## src/rtl/wb_fwd_broadcast.sv

```systemverilog
// Writeback broadcast: per-FU result FIFOs, up to two round-robin grants per cycle onto ROB/forwarding ports.
// Latency: push at t is broadcast at t+1 at the earliest and _dly one cycle later; an FU is stalled (ready=0) when its FIFO is full or on flush.
module wb_fwd_fifo #(
  parameter int W     = 38,
  parameter int DEPTH = 2
) (
  input  logic         clk,
  input  logic         reset_x,
  input  logic         flush,
  input  logic         push,
  input  logic         pop,
  input  logic [W-1:0] wdata,
  output logic [W-1:0] rdata,
  output logic         full,
  output logic         nempty
);
  localparam int AW = $clog2(DEPTH);

  logic [W-1:0]  mem [DEPTH];
  logic [AW-1:0] rd_ptr;
  logic [AW-1:0] wr_ptr;
  logic [AW:0]   count;

  assign rdata  = mem[rd_ptr];
  assign full   = (count == (AW+1)'(DEPTH));
  assign nempty = (count != '0);

  // DEPTH is a power of two, so the pointers wrap naturally.
  always_ff @(posedge clk or negedge reset_x) begin
    if (!reset_x) begin
      rd_ptr <= '0;
      wr_ptr <= '0;
      count  <= '0;
    end else if (flush) begin
      rd_ptr <= '0;
      wr_ptr <= '0;
      count  <= '0;
    end else begin
      if (push) wr_ptr <= wr_ptr + AW'(1);
      if (pop)  rd_ptr <= rd_ptr + AW'(1);
      count <= count + (AW+1)'(push) - (AW+1)'(pop);
    end
  end

  always_ff @(posedge clk) begin
    if (push) mem[wr_ptr] <= wdata;
  end
endmodule

module wb_fwd_broadcast #(
  parameter int DATA_LEN  = 32,
  parameter int PRF_SEL   = 6,
  parameter int BUF_DEPTH = 2
) (
  input  logic                clk,
  input  logic                reset_x,
  input  logic                flush,
  input  logic                fu0_valid,
  output logic                fu0_ready,
  input  logic [PRF_SEL-1:0]  fu0_ent,
  input  logic [DATA_LEN-1:0] fu0_data,
  input  logic                fu1_valid,
  output logic                fu1_ready,
  input  logic [PRF_SEL-1:0]  fu1_ent,
  input  logic [DATA_LEN-1:0] fu1_data,
  input  logic                fu2_valid,
  output logic                fu2_ready,
  input  logic [PRF_SEL-1:0]  fu2_ent,
  input  logic [DATA_LEN-1:0] fu2_data,
  output logic                robwe1,
  output logic                robwe2,
  output logic [PRF_SEL-1:0]  fwdrobent1,
  output logic [PRF_SEL-1:0]  fwdrobent2,
  output logic [DATA_LEN-1:0] fwdrobdata1,
  output logic [DATA_LEN-1:0] fwdrobdata2,
  output logic                robwe1_dly,
  output logic                robwe2_dly,
  output logic [PRF_SEL-1:0]  fwdrobent1_dly,
  output logic [PRF_SEL-1:0]  fwdrobent2_dly,
  output logic [DATA_LEN-1:0] fwdrobdata1_dly,
  output logic [DATA_LEN-1:0] fwdrobdata2_dly
);
  typedef struct packed {
    logic [PRF_SEL-1:0]  ent;
    logic [DATA_LEN-1:0] data;
  } res_t;

  function automatic logic [1:0] wrap3(input logic [1:0] a, input logic [1:0] b);
    logic [2:0] s;
    s = {1'b0, a} + {1'b0, b};
    return (s >= 3'd3) ? (s[1:0] - 2'd3) : s[1:0];
  endfunction

  res_t       wr_res [3];
  res_t       head   [3];
  logic [2:0] fu_valid;
  logic [2:0] full;
  logic [2:0] nempty;
  logic [2:0] ready;
  logic [2:0] push;
  logic [2:0] pop;
  logic [1:0] rr;
  logic [1:0] scan_idx;
  logic       g1_vld;
  logic       g2_vld;
  logic [1:0] g1;
  logic [1:0] g2;

  always_comb begin
    wr_res[0] = '{ent: fu0_ent, data: fu0_data};
    wr_res[1] = '{ent: fu1_ent, data: fu1_data};
    wr_res[2] = '{ent: fu2_ent, data: fu2_data};
  end

  assign fu_valid  = {fu2_valid, fu1_valid, fu0_valid};
  // No same-cycle pop credit: a full FIFO stalls its FU even while it is being drained.
  assign ready     = ~full & {3{~flush}};
  assign push      = fu_valid & ready;
  assign fu0_ready = ready[0];
  assign fu1_ready = ready[1];
  assign fu2_ready = ready[2];

  for (genvar n = 0; n < 3; n++) begin : g_fu
    wb_fwd_fifo #(
      .W     ($bits(res_t)),
      .DEPTH (BUF_DEPTH)
    ) u_fifo (
      .clk     (clk),
      .reset_x (reset_x),
      .flush   (flush),
      .push    (push[n]),
      .pop     (pop[n]),
      .wdata   (wr_res[n]),
      .rdata   (head[n]),
      .full    (full[n]),
      .nempty  (nempty[n])
    );
  end

  always_comb begin
    g1_vld   = 1'b0;
    g2_vld   = 1'b0;
    g1       = 2'd0;
    g2       = 2'd0;
    scan_idx = 2'd0;
    for (int k = 0; k < 3; k++) begin
      scan_idx = wrap3(rr, 2'(k));
      if (nempty[scan_idx] && !flush) begin
        if (!g1_vld) begin
          g1_vld = 1'b1;
          g1     = scan_idx;
        end else if (!g2_vld) begin
          g2_vld = 1'b1;
          g2     = scan_idx;
        end
      end
    end
  end

  always_comb begin
    pop = '0;
    for (int n = 0; n < 3; n++) begin
      pop[n] = (g1_vld && (g1 == 2'(n))) || (g2_vld && (g2 == 2'(n)));
    end
  end

  assign robwe1      = g1_vld;
  assign robwe2      = g2_vld;
  assign fwdrobent1  = g1_vld ? head[g1].ent  : '0;
  assign fwdrobdata1 = g1_vld ? head[g1].data : '0;
  assign fwdrobent2  = g2_vld ? head[g2].ent  : '0;
  assign fwdrobdata2 = g2_vld ? head[g2].data : '0;

  // Priority restarts just past the last FU served this cycle.
  always_ff @(posedge clk or negedge reset_x) begin
    if (!reset_x) begin
      rr <= 2'd0;
    end else if (flush) begin
      rr <= 2'd0;
    end else if (g2_vld) begin
      rr <= wrap3(g2, 2'd1);
    end else if (g1_vld) begin
      rr <= wrap3(g1, 2'd1);
    end
  end

  always_ff @(posedge clk or negedge reset_x) begin
    if (!reset_x) begin
      robwe1_dly      <= 1'b0;
      robwe2_dly      <= 1'b0;
      fwdrobent1_dly  <= '0;
      fwdrobent2_dly  <= '0;
      fwdrobdata1_dly <= '0;
      fwdrobdata2_dly <= '0;
    end else begin
      robwe1_dly      <= robwe1;
      robwe2_dly      <= robwe2;
      fwdrobent1_dly  <= fwdrobent1;
      fwdrobent2_dly  <= fwdrobent2;
      fwdrobdata1_dly <= fwdrobdata1;
      fwdrobdata2_dly <= fwdrobdata2;
    end
  end

`ifndef SYNTHESIS
  dup_tag_a: assert property (@(posedge clk) disable iff (!reset_x)
    !(robwe1 && robwe2 && (fwdrobent1 == fwdrobent2)));
`endif
endmodule
```

## config.mk

```make
export PLATFORM = sky130hd
export DESIGN_NAME = wb_fwd_broadcast
export DESIGN_NICKNAME = d
export VERILOG_FILES = /design/src/rtl/wb_fwd_broadcast.sv
export SDC_FILE = /design/constraint.sdc
export NUM_CORES = 1
export LEC_CHECK = 0
export ABC_AREA = 1
export CORE_MARGIN = 5
export CORE_UTILIZATION = 30
export CTS_CLUSTER_SIZE = 28
export DETAILED_ROUTE_END_ITERATION = 10
export HOLD_SLACK_MARGIN = 0.1
export PLACE_DENSITY_LB_ADDON = 0.1
export SYNTH_ARGS = -nofsm -noshare
export SYNTH_HDL_FRONTEND = slang
export SYNTH_HIERARCHICAL = 1
export SYNTH_SLANG_ARGS = --single-unit
```

## constraint.sdc

```tcl
create_clock -name clk -period 3.3 [get_ports clk]
set_input_delay 0.66 -clock clk [delete_from_list [all_inputs] [get_ports clk]]
set_output_delay 0.66 -clock clk [all_outputs]
set_load 0.02 [all_outputs]
```

==> impl_metrics.csv, run 1 <==
group,metric,value,unit
cts,path_clk_slew,60,ps
cts,cts_root_buf,"clkbuf_16",
sta,hold_viol,0,
yosys,synth_fa_ha_area_share,1.081,%
sta,report.final.slew_viol_count,0,
worst_setup_path,rrSetupSlack,50,ps
worst_setup_path,required,2640,ps
detailed_routing,wire_per_inst,20.65,µm
sta,setup_ws,-254.0,ps
run_status,violations,"negative setup slack",
grt,grt_usage,17.42,%
cells_and_area,nNetsFinal,1756,
worst_setup_path,critPathArrivalTime,2890,ps
yosys,yosys.area_share.simple,17.32,%
yosys,syn-cell-area,13890,µm²
cts,cts-buffers-inserted,39,
sta,worstMarginPinSlew,660.2,ps
cts,htreeDepth,2,
die,initial_core_util,30.47,%
cells_and_area,drive_gt1_share,36.06,%
cells_and_area,final_common_cell,"nand2_1",
cells_and_area,synthToLayoutAreaGrowth,49.82,%
yosys,synth_top_family_by_area,"simple AND/OR/NAND/NOR gates",
yosys,yosysUniqueCellTypes,27,
yosys,synth_top_area_share,49.30,%
worst_setup_path,worstSetupStartpointType,"flip-flop",
power,clockPowerShare,20.4,%
detailed_routing,drtPass1Iterations,4,
sta,maxSlewHeadroom,55.99,%
die,design.core.area,45580,µm²
yosys,yosys_warnings,6,
grt,grt_pass1_vias,10249,
yosys,syn_nets,1355,
grt,overflow,0,
cts,cts_hold_buf,0,
sta,fin_skew,22.96,ps
die,dieWidth,225.2,µm
detailed_routing,drtAntennaViolNets,0,
worst_setup_path,setup.worst_path.end_class,"output pin",
yosys,ys_ff_latch,320,
power,switching_power,8.704,mW
power,p_leak,8.673,nW
yosys,netlist_top_cells_area,"edfxtp_1 49%, dfrtp_1 17%, nand2_1 9.3%, mux2_2 9.2%, nor2_1 3.8%",
cells_and_area,regArea,9153,µm²
worst_setup_path,reg2reg_to,"g_fu[2].u_fifo/count[1]",
yosys,synth_xor_area_share,0,%
cells_and_area,multi_input_area,4712,µm²
place,dp_hpwl,30.09,mm
cts,clock-sinks,320,
yosys,syn_area_per_cell,11.35,µm²
sta,period_needed,3554,ps
sta,setup_viol,76,
worst_hold_path,min_path_type,"input pin to asynchronous set/reset pin",
yosys,netlist_instances,1223,
place,portBuffers,278,
detailed_routing,viasPerCell,4.535,
sta,post-route-period-util,107.7,%
sta,fmax,281.4,MHz
grt,grt_start_max_net_pins,48,
power,internal_power,13.12,mW
yosys,synth_compound_area_share,0.8019,%
detailed_routing,dr_total_vias,10227,
worst_setup_path,cp_max_fo,16,
cts,clock_latency,540,ps
cts,clk_path_buf_depth,3,
die,chipHeight,225.2,µm
grt,antenna_found_initial,2,
place,globalplace.congestion,0.7740,
cells_and_area,fill_cells,4249,
place,pre_cts_slack,-804.9,ps
detailed_routing,drc,0,
yosys,seq_area_frac_synth,65.88,%
run_status,status,"complete, but fails checks",
yosys,synthMuxAreaShare,9.244,%
cells_and_area,finish.utilization,45.65,%
die,fp.dieArea,50690,µm²
power,p_comb_share,56.4,%
die,rows,78,
detailed_routing,drtIter0Drc,505,
cells_and_area,layout_common_cells,"256 x nand2_1, 228 x edfxtp_1, 198 x clkdlybuf4s50_1",
power,swShare,39.87,%
cts,cts_tree,"built",
worst_setup_path,critical_path_class,"flip-flop to output pin",
yosys,yosys.area.top_type,"edfxtp_1",
die,io_pins,279,
detailed_routing,routed_wl,46.57,mm
power,peakVddDrop,651.5,µV
worst_setup_path,reg2reg_depth,22,
power,p_seq_share,23.3,%
worst_setup_path,r2r_start,"rr[0]",
grt,grt_pass1_wl,65.70,mm
job,cap_violations,0,
sta,rsz0062_at_grt,"true",
power,power_density,1049,nW/µm²
-- per-layer routing --
layer,up-vias,global-route usage [%],wire length [µm]
met2,253,30.48,23250
met5,-,0,13
met3,57,3.947,2653
met1,5053,21.87,19740
li1,4862,-,-
met4,2,4.529,904
-- synthesized netlist by cell type --
master,count
nand2_1,343
edfxtp_1,228
nor2_1,141
mux2_2,114
inv_1,103
dfrtp_1,92
nand3_1,88
buf_2,24
buf_6,15
ha_1,12
o21ai_0,10
a21oi_1,7
buf_4,7
clkbuf_1,6
inv_2,6
nand4_1,6
buf_1,4
nor2_2,4
nor3b_1,3
nand3_2,2
o21ai_1,2
a21oi_2,1
nand2_2,1
nand3_4,1
nand3b_1,1
nor2_4,1
o31ai_1,1
-- power by group through the flow --
stage / logic (mW) / clock network [mW] / registers [mW]
after detailed placement: 10.2 / 0 / 5.16
after global placement: 10.2 / 0 / 5.15
after floorplan: 5.05 / 0 / 5.57
after CTS: 11.5 / 4.58 / 5.08
final: 12.3 / 4.44 / 5.08
after global routing: 13.2 / 4.76 / 5.12
-- registers in the layout, summed over array words and instances, names as in the netlist --
signal,cells
g_fu.u_fifo/count,6
fwdrobent2_dly,6
rr,2
fwdrobent1_dly,6
robwe2_dly,1
g_fu.u_fifo/rd_ptr,3
robwe1_dly,1
fwdrobdata2_dly,32
fwdrobdata1_dly,32
g_fu.u_fifo/mem,228
g_fu.u_fifo/wr_ptr,3
-- final cells by class --
cell class | count | area share [%]
Clock inverter | 11 | 0.7457
Timing Repair Buffer | 416 | 21.19
Inverter | 109 | 2.099
Clock buffer | 59 | 5.695
Tap cell | 600 | 3.608
Multi-Input combinational cell | 738 | 22.65
Sequential cell | 320 | 43.99
Antenna cell | 2 | 0.02405
-- logic make-up (layout without fill, tap and decap cells) --
| group | after synthesis | in the layout |
|---|---|---|
| DFF | 320 | 320 |
| and+or+nand+nor | 591 | 591 |
| buffers and inverters | 165 | 595 |
| adders and majority gates | 12 | 12 |
| other | 0 | 2 |
| muxes | 114 | 114 |
| AOI/OAI and AO/OA | 21 | 21 |
-- timing repair --
item / CTS / global route
setup endpoints to repair: 80 / 82
buffers inserted: 33 / 20
resized for setup: 592 / 122
cloned: 3 / 5
pin swaps: 35 / 62
-- how the worst max path moves through the flow --
stage	start	endpoint	slack, ps	cells past startpoint
final	rr[0]	fwdrobdata1[19]	-250	15
after global routing	rr[0]	fwdrobdata1[10]	-410	15
after CTS	rr[1]	fwdrobdata1[26]	-250	16
after detailed placement	flush	fwdrobdata1[2]	-800	12
after global placement	flush	fwdrobdata1[2]	-790	12
after floorplan	flush	g_fu[0].u_fifo/mem[0][0]	30	4
-- per-stage QoR --
step	cells	hold slack [ps]	total power [mW]	setup TNS [ps]	area [µm²]
4_1_cts	2233	137.2	21.16	-12890	20200
3_3_place_gp	2128	548.9	15.39	-51460	18000
6_report	2255	136.6	21.83	-14260	20810
5_1_grt	2253	184.2	23.10	-25980	20800
3_5_place_dp	2128	553.6	15.41	-53300	18000
2_1_floorplan	1223	364.4	10.62	0	13890
-- worst max-delay path: stages, from the launching register on --
cell	delay, ps
dfrtp_1	430
inv_2	70
ha_4	270
inv_4	80
nand2_4	60
a21oi_4	220
nand2_4	90
nand4_1	110
buf_6	150
nand2_8	80
buf_12	150
buf_12	140
nor2_2	70
nor2_1	50
nor2_2	200
buf_6	150
Power figures use the tool's default switching activity.
==> inputs of run 2 (changes only) <==
--- a/config.mk
+++ b/config.mk
@@ -10,6 +10,7 @@
 export CORE_UTILIZATION = 30
 export CTS_CLUSTER_SIZE = 28
 export DETAILED_ROUTE_END_ITERATION = 10
+export GPL_ROUTABILITY_DRIVEN = 0
 export HOLD_SLACK_MARGIN = 0.1
 export PLACE_DENSITY_LB_ADDON = 0.1
 export SYNTH_ARGS = -nofsm -noshare
==> results of run 2 <==
No change in the layout: final DEF, timing and power equal those of run 1.
==> inputs of run 3 (changes only) <==
--- a/config.mk
+++ b/config.mk
@@ -8,11 +8,11 @@
 export ABC_AREA = 1
 export CORE_MARGIN = 5
 export CORE_UTILIZATION = 30
-export CTS_CLUSTER_SIZE = 28
+export CTS_CLUSTER_SIZE = 16
 export DETAILED_ROUTE_END_ITERATION = 10
 export GPL_ROUTABILITY_DRIVEN = 0
 export HOLD_SLACK_MARGIN = 0.1
-export PLACE_DENSITY_LB_ADDON = 0.1
+export PLACE_DENSITY = 0.6
 export SYNTH_ARGS = -nofsm -noshare
 export SYNTH_HDL_FRONTEND = slang
 export SYNTH_HIERARCHICAL = 1
==> run 3 against run 2 <==
The flow still finishes with violations (negative setup slack). Utilization grew 2.2 points. Clock power decreased by 6.1%. Sequential share of layout area is 2.0 points lower. Worst hold slack improved by 470 ps. Largest power group unchanged. Via count increased by 6.1%. Register-to-register slack improved by 80 ps. Sequential cell count did not move. Clock skew rose by 4.1 ps.
==> impl_metrics.csv, run 3 (synthesis gave the netlist of run 1 again) <==
group,metric,value,unit
sta,setup_ws,-287.6,ps
grt,grtUsageMet2,29.07,%
run_status,status,"complete, but fails checks",
cts,cts-buffers-inserted,39,
cts,htreeDepth,2,
cells_and_area,biggestRegsByFlops,"g_fu.u_fifo/mem (228), fwdrobdata1_dly (32), fwdrobdata2_dly (32)",
sta,setup_viol,76,
detailed_routing,drtPass1Iterations,5,
place,dp_hpwl,29.94,mm
worst_hold_path,hold_start,"g_fu[2].u_fifo/wr_ptr",
place,pre_cts_slack,-666.8,ps
sta,worstMarginPinSlew,589.4,ps
die,dieWidth,225.2,µm
die,io_pins,279,
power,peakVddDrop,745.4,µV
worst_setup_path,reg2reg_depth,23,
cts,cts_tree,"built",
grt,antenna_found_initial,8,
sta,report.final.slew_viol_count,0,
worst_setup_path,r2r_start,"rr[0]",
detailed_routing,wire_per_inst,21.24,µm
job,cap_violations,0,
cells_and_area,nNetsFinal,1783,
grt,grt_busiest_layer,"met2",
sta,post-route-period-util,108.7,%
die,fp.dieArea,50690,µm²
worst_setup_path,required,2640,ps
sta,period_needed,3588,ps
worst_hold_path,worstHoldPathCells,2,
cells_and_area,synthToLayoutAreaGrowth,57.00,%
sta,fmax,278.7,MHz
die,rows,78,
worst_setup_path,setup.worst_path.end_class,"output pin",
cts,cts_root_buf,"clkbuf_16",
detailed_routing,drtIter0Drc,728,
sta,fin_skew,27.09,ps
power,p_leak,9.080,nW
worst_setup_path,rrSetupSlack,130,ps
cells_and_area,design_area,21800,µm²
worst_setup_path,cp_slowest_cell,"dfrtp_1",
run_status,violations,"negative setup slack",
die,chipHeight,225.2,µm
worst_setup_path,path_buf_inv,6,
worst_setup_path,reg2reg_to,"g_fu[0].u_fifo/count[1]",
worst_setup_path,critical_path.max_stage_delay,420,ps
worst_setup_path,worstSetupStartpointType,"flip-flop",
place,post_dp_cell_area,18000,µm²
grt,met1_usage,21.24,%
worst_hold_path,hold_end,"g_fu[2].u_fifo/wr_ptr",
sta,maxSlewHeadroom,60.71,%
sta,hold_viol,0,
sta,rsz0062_at_grt,"true",
cells_and_area,fill_cells,4037,
cells_and_area,drive_gt1_share,41.50,%
worst_setup_path,path_cells,"inv_2, ha_4, inv_6, nand2_4, nand3_4, nand2_4, nand4_1, buf_4, nand2_8, buf_12, clkbuf_16, nand2_1, nand2_2, nor2_1, nor2_1, buf_4",
cts,clock_latency,570,ps
cells_and_area,layout_common_cells,"228 x edfxtp_1, 203 x nand2_1, 198 x clkdlybuf4s50_1",
detailed_routing,routed_wl,48.48,mm
sta,tns,-16120,ps
grt,overflow,0,
power,power_density,1092,nW/µm²
die,design.core.area,45580,µm²
worst_hold_path,min_path_type,"flip-flop to flip-flop",
cts,path_clk_slew,60,ps
detailed_routing,drtAntennaViolNets,0,
grt,grt_usage,17.24,%
worst_setup_path,critical-path-top-delay-family,"simple AND/OR/NAND/NOR gates",
worst_setup_path,critical_path_class,"flip-flop to output pin",
worst_setup_path,critPathArrivalTime,2930,ps
cts,clk_path_buf_depth,3,
detailed_routing,drc,0,
detailed_routing,viasPerCell,4.753,
cts,clock-sinks,320,
grt,grt_pass1_vias,10655,
die,initial_core_util,30.47,%
cells_and_area,largest-register,"g_fu.u_fifo/mem",
cells_and_area,final_common_cell,"edfxtp_1",
cells_and_area,largest_register_ffs,228,
worst_setup_path,cp_max_fo,7,
grt,grt_pass1_wl,65.63,mm
grt,grt_start_max_net_pins,51,
grt,grtUsageMet3,4.950,%
detailed_routing,dr_total_vias,10850,
place,portBuffers,278,
## run 3: worst register-to-register path: cells and delay by family (launching register included)
kind | cells | cell delay, ps
compound gates | 1 | 80
fa+ha+maj | 4 | 940
buf+inv | 8 | 770
flops | 1 | 420
simple gates | 10 | 860
## run 3: how the worst max path moves through the flow
stage | slack, ps | endpoint | depth (start not counted) | from
floorplan | 30 | g_fu[0].u_fifo/mem[0][0] | 4 | flush
global placement | -620 | fwdrobdata2[10] | 12 | flush
detailed placement | -670 | fwdrobent2[1] | 14 | flush
CTS | -320 | fwdrobdata2[24] | 18 | rr[1]
global route | -440 | fwdrobdata2[2] | 16 | rr[0]
finish | -290 | fwdrobdata1[1] | 16 | rr[0]
## run 3: where the power goes
part | switching (mW) | total, mW | internal (mW)
Clock | 1.72 | 4.17 | 2.46
Sequential | 0.151 | 5.08 | 4.93
Combinational | 8.08 | 14.5 | 6.46
Total | 9.95 | 23.8 | 13.9
## run 3: cell type report
cell class,count,area (µm²),share of cell area (%)
Tap cell,600,750.7,3.443
Inverter,109,454.2,2.083
Timing Repair Buffer,443,4787,21.96
Antenna cell,1,2.502,0.01148
Clock inverter,16,160.2,0.7346
Multi-Input combinational cell,738,5414,24.83
Sequential cell,320,9153,41.98
Clock buffer,56,1081,4.958
## run 3: what timing repair did
action	CTS	global route
hold buffers	1	0
endpoints found under the setup margin	78	79
buffers inserted	22	46
pin swaps	19	91
resized for setup	505	399
gates cloned	4	12
hold endpoints to repair	12	0
## run 3: per-stage QoR
| stage | total power [mW] | std cells | util [%] | hold WS [ps] |
|---|---|---|---|---|
| after floorplan | 10.62 | 1223 | - | 364.4 |
| after global placement | 15.29 | 2129 | 39.49 | 527.7 |
| after detailed placement | 15.38 | 2129 | 39.49 | 529.9 |
| after CTS | 20.51 | 2228 | 43.58 | 570.7 |
| after global routing | 24.97 | 2282 | 47.83 | 653.5 |
| final | 23.80 | 2283 | 47.84 | 609.2 |
## run 3: layer usage
| layer | vias to the layer above | routed length (µm) |
|---|---|---|
| met5 | - | 91 |
| met4 | 14 | 1635 |
| met3 | 119 | 3851 |
| met2 | 455 | 23670 |
| met1 | 5342 | 19240 |
| li1 | 4920 | - |
